==> src/rtl/rng_roll_arbiter_if.sv <==
// Roll arbiter bus. The master side is the requester and generator environment.
// The slave side is the arbiter itself.
interface rng_roll_arbiter_if #(
   parameter int unsigned N_REQ = 4
);
   logic [N_REQ-1:0] i_req;
   logic [N_REQ-1:0] i_pause;
   logic [3:0]       i_rng_value;
   logic             o_rng_start;
   logic [N_REQ-1:0] o_grant;
   logic [3:0]       o_result;
   logic [N_REQ-1:0] o_result_valid;
   logic             o_busy;
   logic             o_paused;

   modport master (
      output i_req, i_pause, i_rng_value,
      input  o_rng_start, o_grant, o_result, o_result_valid, o_busy, o_paused
   );

   modport slave (
      input  i_req, i_pause, i_rng_value,
      output o_rng_start, o_grant, o_result, o_result_valid, o_busy, o_paused
   );
endinterface

==> src/rtl/rng_roll_arbiter.sv <==
// rng_roll_arbiter: round-robin sharing of one start-pulse LFSR dice generator.
// The owner's roll is timed in running cycles. Pause and resume requests are
// forwarded as start pulses, and the final value is returned with a one-hot
// valid pulse.
module rng_roll_arbiter #(
   parameter int unsigned N_REQ       = 4,
   parameter int unsigned ROLL_CYCLES = 126000000,
   parameter int unsigned TMR_W       = 27,
   parameter int unsigned PAUSE_GUARD = 16
) (
   input logic               i_clk,
   input logic               i_rst_n,
   rng_roll_arbiter_if.slave bus
);

   localparam int unsigned      PTR_W     = (N_REQ > 1) ? $clog2(N_REQ) : 1;
   localparam logic [TMR_W-1:0] TMR_LAST  = TMR_W'(ROLL_CYCLES - 1);
   localparam logic [TMR_W-1:0] TMR_GUARD = TMR_W'(ROLL_CYCLES - PAUSE_GUARD);
   localparam logic [PTR_W-1:0] PTR_LAST  = PTR_W'(N_REQ - 1);
   localparam logic [PTR_W:0]   SUM_WRAP  = (PTR_W+1)'(N_REQ);

   typedef enum logic [2:0] {
      IDLE,
      LAUNCH,
      ROLL,
      PAUSE_ON,
      PAUSED,
      PAUSE_OFF,
      CAPTURE
   } state_t;

   state_t           state;
   logic [TMR_W-1:0] timer;
   logic [PTR_W-1:0] ptr;
   logic [PTR_W-1:0] owner;
   logic [N_REQ-1:0] grant;
   logic [N_REQ-1:0] result_valid;
   logic [3:0]       result;
   logic             rng_start;
   logic             busy;
   logic             paused;

   logic [PTR_W-1:0] pick;
   logic             pick_ok;
   logic [PTR_W:0]   sum;
   logic             owner_req;
   logic             owner_pause;

   assign owner_req   = bus.i_req[owner];
   assign owner_pause = bus.i_pause[owner];

   // Round-robin search: first requester at or after the pointer, wrapping.
   always_comb begin
      pick    = ptr;
      pick_ok = 1'b0;
      sum     = '0;
      for (int unsigned i = 0; i < N_REQ; i++) begin
         sum = {1'b0, ptr} + (PTR_W+1)'(i);
         if (sum >= SUM_WRAP) begin
            sum = sum - SUM_WRAP;
         end
         if (!pick_ok && bus.i_req[sum[PTR_W-1:0]]) begin
            pick    = sum[PTR_W-1:0];
            pick_ok = 1'b1;
         end
      end
   end

   // Roll sequencer. All outputs are registered. Start pulses exist only in
   // LAUNCH, PAUSE_ON and PAUSE_OFF. Every such state is followed by one
   // without a pulse.
   always_ff @(posedge i_clk or negedge i_rst_n) begin
      if (!i_rst_n) begin
         state        <= IDLE;
         timer        <= '0;
         ptr          <= '0;
         owner        <= '0;
         grant        <= '0;
         result_valid <= '0;
         result       <= '0;
         rng_start    <= 1'b0;
         busy         <= 1'b0;
         paused       <= 1'b0;
      end else begin
         rng_start    <= 1'b0;
         result_valid <= '0;
         case (state)
            IDLE: begin
               if (pick_ok) begin
                  owner     <= pick;
                  grant     <= N_REQ'(1) << pick;
                  busy      <= 1'b1;
                  rng_start <= 1'b1;
                  state     <= LAUNCH;
               end
            end
            LAUNCH: begin
               timer <= '0;
               state <= ROLL;
            end
            ROLL: begin
               if (timer >= TMR_LAST) begin
                  // Saturate at the last running cycle. The timer never wraps.
                  state <= CAPTURE;
               end else begin
                  timer <= timer + TMR_W'(1);
                  if (owner_pause && (timer < TMR_GUARD)) begin
                     rng_start <= 1'b1;
                     state     <= PAUSE_ON;
                  end
               end
            end
            PAUSE_ON: begin
               paused <= 1'b1;
               state  <= PAUSED;
            end
            PAUSED: begin
               // An owner that abandons its request is resumed automatically.
               // The generator cannot abort a roll, so the roll must finish.
               if (owner_pause || !owner_req) begin
                  paused    <= 1'b0;
                  rng_start <= 1'b1;
                  state     <= PAUSE_OFF;
               end
            end
            PAUSE_OFF: begin
               state <= ROLL;
            end
            CAPTURE: begin
               if (owner_req) begin
                  result       <= bus.i_rng_value;
                  result_valid <= N_REQ'(1) << owner;
               end
               ptr   <= (owner == PTR_LAST) ? '0 : owner + PTR_W'(1);
               grant <= '0;
               busy  <= 1'b0;
               state <= IDLE;
            end
            default: begin
               state <= IDLE;
            end
         endcase
      end
   end

   assign bus.o_rng_start    = rng_start;
   assign bus.o_grant        = grant;
   assign bus.o_result       = result;
   assign bus.o_result_valid = result_valid;
   assign bus.o_busy         = busy;
   assign bus.o_paused       = paused;

endmodule

==> src/flat_wrapper.sv <==
// flat-port wrapper written by rule: the top's interface ports become plain ports
module rng_roll_arbiter_flat 
#(
   parameter int unsigned N_REQ       = 4,
   parameter int unsigned ROLL_CYCLES = 126000000,
   parameter int unsigned TMR_W       = 27,
   parameter int unsigned PAUSE_GUARD = 16
)
  (i_clk, i_rst_n, bus_i_req, bus_i_pause, bus_i_rng_value, bus_o_rng_start, bus_o_grant, bus_o_result, bus_o_result_valid, bus_o_busy, bus_o_paused);
  rng_roll_arbiter_if #(.N_REQ(N_REQ)) bus_i ();
  input logic i_clk;
  input logic i_rst_n;
  input wire logic [$bits(bus_i.i_req)-1:0] bus_i_req;
  input wire logic [$bits(bus_i.i_pause)-1:0] bus_i_pause;
  input wire logic [$bits(bus_i.i_rng_value)-1:0] bus_i_rng_value;
  output wire logic [$bits(bus_i.o_rng_start)-1:0] bus_o_rng_start;
  output wire logic [$bits(bus_i.o_grant)-1:0] bus_o_grant;
  output wire logic [$bits(bus_i.o_result)-1:0] bus_o_result;
  output wire logic [$bits(bus_i.o_result_valid)-1:0] bus_o_result_valid;
  output wire logic [$bits(bus_i.o_busy)-1:0] bus_o_busy;
  output wire logic [$bits(bus_i.o_paused)-1:0] bus_o_paused;
  assign bus_i.i_req = bus_i_req;
  assign bus_i.i_pause = bus_i_pause;
  assign bus_i.i_rng_value = bus_i_rng_value;
  assign bus_o_rng_start = bus_i.o_rng_start;
  assign bus_o_grant = bus_i.o_grant;
  assign bus_o_result = bus_i.o_result;
  assign bus_o_result_valid = bus_i.o_result_valid;
  assign bus_o_busy = bus_i.o_busy;
  assign bus_o_paused = bus_i.o_paused;
  rng_roll_arbiter #(.N_REQ(N_REQ), .ROLL_CYCLES(ROLL_CYCLES), .TMR_W(TMR_W), .PAUSE_GUARD(PAUSE_GUARD)) u_core (.i_clk(i_clk), .i_rst_n(i_rst_n), .bus(bus_i));
endmodule
==> config.mk <==
export PLATFORM = sky130hd
export DESIGN_NAME = rng_roll_arbiter_flat
export DESIGN_NICKNAME = d
export VERILOG_FILES = /design/src/rtl/rng_roll_arbiter_if.sv /design/src/rtl/rng_roll_arbiter.sv /design/src/flat_wrapper.sv
export SDC_FILE = /design/constraint.sdc
export NUM_CORES = 1
export LEC_CHECK = 0
export BUFFER_PORTS_ARGS = -buffer_cell sky130_fd_sc_hd__buf_2
export CORE_AREA = 10 10 82 91
export CTS_CLUSTER_DIAMETER = 50
export DETAILED_ROUTE_END_ITERATION = 12
export DIE_AREA = 0 0 92 101
export PLACE_DENSITY = 0.66
export SETUP_SLACK_MARGIN = 0.02
export SKIP_LAST_GASP = 1
export SLEW_MARGIN = 15
export SYNTH_ARGS = -nofsm -noshare
export SYNTH_HDL_FRONTEND = slang
export SYNTH_SLANG_ARGS = --single-unit
==> constraint.sdc <==
create_clock -name i_clk -period 5.7 [get_ports i_clk]
set_input_delay 0.285 -clock i_clk [delete_from_list [all_inputs] [get_ports i_clk]]
set_output_delay 0.285 -clock i_clk [all_outputs]
set_load 0.05 [all_outputs]
==> After elaboration in Yosys (flattened, before gate mapping) <==
Index checks and enable logic that the tools add are counted.
{ "word_totals": {"regBits": 49, "in_bits": 14, "elab_cells": 108} }
{ "classes": {"n_addsub": 9, "n_lt_le_gt_ge": 11, "n_eq_ne": 11, "n_shift": 2, "mux": 45, "reduce_logical": 20} }
{ "op_table": {"columns": ["cell", "n"], "rows": [
  ["$pmux 27 s2", 1],
  ["$add 27x1->27 const B", 1],
  ["$ge 27x27->1 const B", 1],
  ["$lt 27x27->1 const B", 1],
  ["$mux 27", 1],
  ["$mux 2", 9],
  ["$mux 1", 16],
  ["$lt 2x3->1 const B", 5],
  ["$pmux 3 s5", 1],
  ["$bmux 1 s2", 6],
  ["$mux 3", 4],
  ["$mux 4", 3],
  ["$reduce_and 2->1", 5],
  ["$eq 3x3->1 const B", 3],
  ["$ge 3x3->1 const B", 3],
  ["$pmux 4 s2", 1],
  ["$shl 1x2->4 const A", 2],
  ["$sub 2x1->2 const B", 4],
  ["$add 2x2->3 const B", 2],
  ["$eq 3x2->1 const B", 2],
  ["$reduce_bool 2->1", 3],
  ["$logic_and 1x1->1", 4],
  ["$logic_not 1->1", 4],
  ["$ne 2x1->1 const B", 2],
  ["13 further kinds", 14]
]} }

==> Depth between registers and ports, before layout <==
{ "depth": {"ltp_word": 17, "ltp_mapped": 9} }

==> Worst setup path after synthesis <==
OpenSTA, ideal clock, no wires.
{ "synth_path": {"path_type": "register to register", "start": "register u_core.timer[0]", "end": "register u_core.timer[22]", "setup_time_ns": 0.078, "arrival_ns": 1.857, "required_time_ns": 5.622, "slack_ns": 3.765, "path_stages_with_launch": 8, "path_buffers": 1, "path_cell_list": "dfrtp_1 > ha_1 > and3_1 > clkbuf_1 > nand4_1 > nand2b_4 > or4_1 > a21oi_1"} }
{ "synth_via": {"elab_chain_cells": 3, "elab_cells_between_ends": 6, "classes_between": "add/sub (1); order compare (1); eq/ne (1); mux (2); reduce/logical (1)"} }
{ "synth_lines": {"columns": ["item", "line", "source"], "rows": [
  ["from (decl)", "rng_roll_arbiter.sv:33", "logic [TMR_W-1:0] timer;"],
  ["from (signal assigned)", "rng_roll_arbiter.sv:106", "timer <= timer + TMR_W'(1);"],
  ["$add 27x1->27 / $ge 27x27->1 (equally long branches)", "rng_roll_arbiter.sv:106, rng_roll_arbiter.sv:102", null],
  ["$mux 27 / $ne 2x2->1 (equally long branches)", null, null],
  ["$pmux 27 s2 / $reduce_and 2->1 (equally long branches)", null, null]
]} }
Several ways; a longest one is shown, not always the timed one. The select of a mux whose other input is x is not followed.
A chain may end at the register's enable or synchronous reset.

==> Worst setup path in the final report <==
{ "layout_path": {"start": "register u_core.timer[21]", "end": "register u_core.timer[1]"} }
{ "layout_via": {"elab_chain_cells": 3} }
{ "layout_lines": {"columns": ["item", "line", "source"], "rows": [
  ["$ge 27x27->1", "rng_roll_arbiter.sv:102", "if (timer >= TMR_LAST) begin"],
  ["$ne 2x2->1 (no line)", null, null],
  ["$reduce_and 2->1 (no line)", null, null]
]} }
No other way between the ends.

==> flow_summary_export.csv <==
group,metric,value,unit
clock_network,post_cts_resized,0,
power,powerDensity,387,nW/um^2
worst_setup_path,worstSetupPathType,"reg2reg",
floorplanning,die_area,9290,sq um
worst_setup_path,cp-start-kind,"flop",
clock_network,cts.sinks,49,
grt,grt_max_degree,50,
floorplanning,die_x,92,microns
yosys,synth-seq-cells,49,
floorplanning,rows,29,
sta,slew_headroom,30.5,%
power,switchingPower,0.000518,W
yosys,synth-edff-count,0,
sta,rsz0062_at_grt,"no",
final_layout,final_area,3010,sq um
clock_network,postCtsSetupBuffers,0,
yosys,netlist_area,2710,sq um
floorplanning,die_h,101,microns
sta,setup_viol,0,
flow_run,drv_cap,0,
final_layout,fin_nets,323,
sta,fmax,409,MHz
sta,fin_crit_sh,42.9,%
final_layout,area_delta_synth_final,11.1,%
route,wl_per_cell,15.2,microns
yosys,avgSynthCellArea,9.67,sq um
power,max-vdd-ir-drop,0.291,mV
grt,grt_pass1_vias,2170,
worst_setup_path,cp_data_arrival_time,2.69,ns
worst_setup_path,required,5.94,ns
run_status,status,"completed",
grt,antenna_found_initial,0,
yosys,synth.distinct_cells,45,
sta,worst_pin_slew,1.04,ns
sta,skew,0.00882,ns
worst_setup_path,worstRegToRegCells,5,
power,p_sw_share,44.6,%
clock_network,hold_buffers,0,
clock_network,insertion_delay,0.32,ns
clock_network,cts_root_buffer,"clkbuf_8",
grt,track_usage,13.1,%
worst_setup_path,r2r_setup_slack,3.26,ns
route,drt-total-wl,5820,microns
yosys,ys_seq_area_share,45.3,%
clock_network,clockBufferDepth,2,
floorplanning,core_area,5660,sq um
power,share_seq_of_total_power,41.7,%
yosys,ys.flop_type,"dfrtp_1",
sta,hold_ws,0.0509,ns
yosys,ys_warn_count,0,
clock_network,tritoncts,"done",
final_layout,diodes,0,
power,p_leak,1.30,nW
sta,timing.final.max_slew_violations,0,
route,vias,2201,
route,drcViolationCount,0,
yosys,netlist_instances,280,
final_layout,layout_common_cells,"dfrtp_1 (49), nand2_1 (30), buf_2 (28)",
yosys,synth_nets,299,
sta,tns,0,ns
worst_setup_path,regToRegEndpoint,"u_core.timer[1]",
grt,grt-ovfl-total,0,
yosys,synth_compound_area_share,13.5,%
route,dr.pass1.iters,4,
power,p_int,0.000645,W
place,port-buffer-count,28,
place,place_area,2910,sq um
clock_network,cts.htree.levels,2,
sta,hold_violations,0,
floorplanning,start_util,47.8,%
power,clkPwrFrac,19.8,%
floorplanning,ioPinCount,29,
yosys,synthXorXnorAreaFrac,0,%
place,gp_congestion,0.811,
yosys,ys_async_sr_fraction,100,%
grt,grt_first_pass_wirelength,10200,microns
route,drt_iter0_markers,132,
route,ant_nets,0,
worst_setup_path,cp_max_fo,29,
final_layout,drive_gt1_share,17.0,%
yosys,yosys.area_share.adder,2.31,%
power,p_comb_share,38.4,%
final_layout,final_common_cell,"dfrtp_1",
clock_network,numCtsBuffers,5,
place,hpwlAfterDp,4020,microns
route,vias_per_cell,5.76,
yosys,synth_top_family_by_area,"simple AND/OR/NAND/NOR gates",
yosys,synth_mux_area_share,7.40,%
yosys,synthSimpleGateAreaFrac,28.2,%
worst_setup_path,cp-end-kind,"flop",
hold_path,hold_path_class,"in2async",
clock_network,cts.reportedPaths.clkPinSlew,0.11,ns
worst_setup_path,rr_startpoint,"u_core.timer[21]",
sta,min_period,2.44,ns
power,finalPower,0.00116,W
## per-stage QoR
stage               instances  utilization [%]  worst slack (ns)
global placement          374             51.4              3.30
floorplan                 280                -              3.76
finish                    382             53.1              3.26
detailed placement        374             51.4              3.29
global route              382             53.1              3.01
CTS                       382             53.1              3.23
## Yosys cell counts, types with 2 or more instances
| master | number | area (sq um) |
|---|---|---|
| a21oi_1 | 18 | 90.1 |
| and2_1 | 4 | 25.0 |
| and3_1 | 11 | 68.8 |
| and4_1 | 4 | 35.0 |
| buf_2 | 4 | 20.0 |
| clkbuf_1 | 9 | 33.8 |
| dfrtp_1 | 49 | 1230 |
| ha_1 | 5 | 62.6 |
| inv_1 | 9 | 33.8 |
| mux2_2 | 4 | 45.0 |
| mux2i_1 | 11 | 110 |
| mux4_2 | 2 | 45.0 |
| nand2_1 | 30 | 113 |
| nand2b_1 | 7 | 43.8 |
| nand3_1 | 17 | 85.1 |
| nand4_1 | 5 | 31.3 |
| nand4bb_1 | 2 | 22.5 |
| nor2_1 | 7 | 26.3 |
| nor2b_1 | 3 | 18.8 |
| nor3_1 | 3 | 15.0 |
| nor4_1 | 8 | 50.1 |
| nor4bb_1 | 2 | 20.0 |
| o211ai_1 | 2 | 15.0 |
| o21a_1 | 2 | 15.0 |
| o21ai_0 | 13 | 65.1 |
| o22ai_1 | 2 | 12.5 |
| o311ai_0 | 3 | 26.3 |
| o31ai_1 | 12 | 90.1 |
| or2_2 | 2 | 12.5 |
| or3_1 | 8 | 50.1 |
| or4_1 | 8 | 60.1 |
## worst max path at each step
stage / end / startpoint / slack [ns]
after floorplan: u_core.timer[22] / u_core.timer[0] / 3.76
after global placement: u_core.timer[1] / u_core.timer[22] / 3.30
after detailed placement: u_core.timer[1] / u_core.timer[12] / 3.29
after CTS: u_core.timer[1] / u_core.timer[21] / 3.23
after global routing: u_core.timer[0] / u_core.timer[21] / 3.01
final: u_core.timer[1] / u_core.timer[21] / 3.26
## power by group through the flow
| stage | clock network (W) | logic [W] | registers, W |
|---|---|---|---|
| 5_1_grt | 0.000247 | 0.000500 | 0.000497 |
| 2_1_floorplan | 0 | 0.000237 | 0.000592 |
| 3_3_place_gp | 0 | 0.000448 | 0.000489 |
| 3_5_place_dp | 0 | 0.000453 | 0.000491 |
| 4_1_cts | 0.000237 | 0.000454 | 0.000485 |
| 6_report | 0.000231 | 0.000447 | 0.000485 |
## layer usage
layer / global-route usage, % / wire length (microns) / up-vias
li1: - / - / 1099
met1: 16.6 / 2680 / 1065
met2: 21.3 / 2860 / 32
met3: 3.13 / 204 / 5
met4: 4.87 / 70 / 0
met5: 0 / 0 / -
## critical path: stages (launching register included)
cell and delay, ns:
dfrtp_1 0.45, nor4_2 0.32, nand4bb_1 0.28, o22ai_2 0.86, or3_1 0.27, mux2i_1 0.18
## kinds of logic after synthesis
| group | count (synthesis) |
|---|---|
| and+or+nand+nor | 129 |
| AOI/OAI and AO/OA | 58 |
| DFF | 49 |
| buffers and inverters | 22 |
| muxes | 17 |
| adders and majority gates | 5 |
## flip-flops by register name, summed over array words and instances (netlist names)
| name | flops |
|---|---|
| u_core.owner | 2 |
| u_core.ptr | 2 |
| u_core.state | 3 |
| u_core.bus.o_paused | 1 |
| u_core.bus.o_result | 4 |
| u_core.timer | 27 |
| u_core.bus.o_busy | 1 |
| u_core.bus.o_rng_start | 1 |
| u_core.bus.o_grant | 4 |
| u_core.bus.o_result_valid | 4 |
## final cells by class
| cell class | count | area, sq um |
|---|---|---|
| fill | 530 | 2650 |
| multi-input combinational | 209 | 1400 |
| sequential | 49 | 1230 |
| timing repair buffer | 30 | 155 |
| tap | 77 | 96.3 |
| clock buffer | 5 | 68.8 |
| inverter | 9 | 33.8 |
| clock inverter | 3 | 28.8 |
Power figures use the tool's default switching activity.
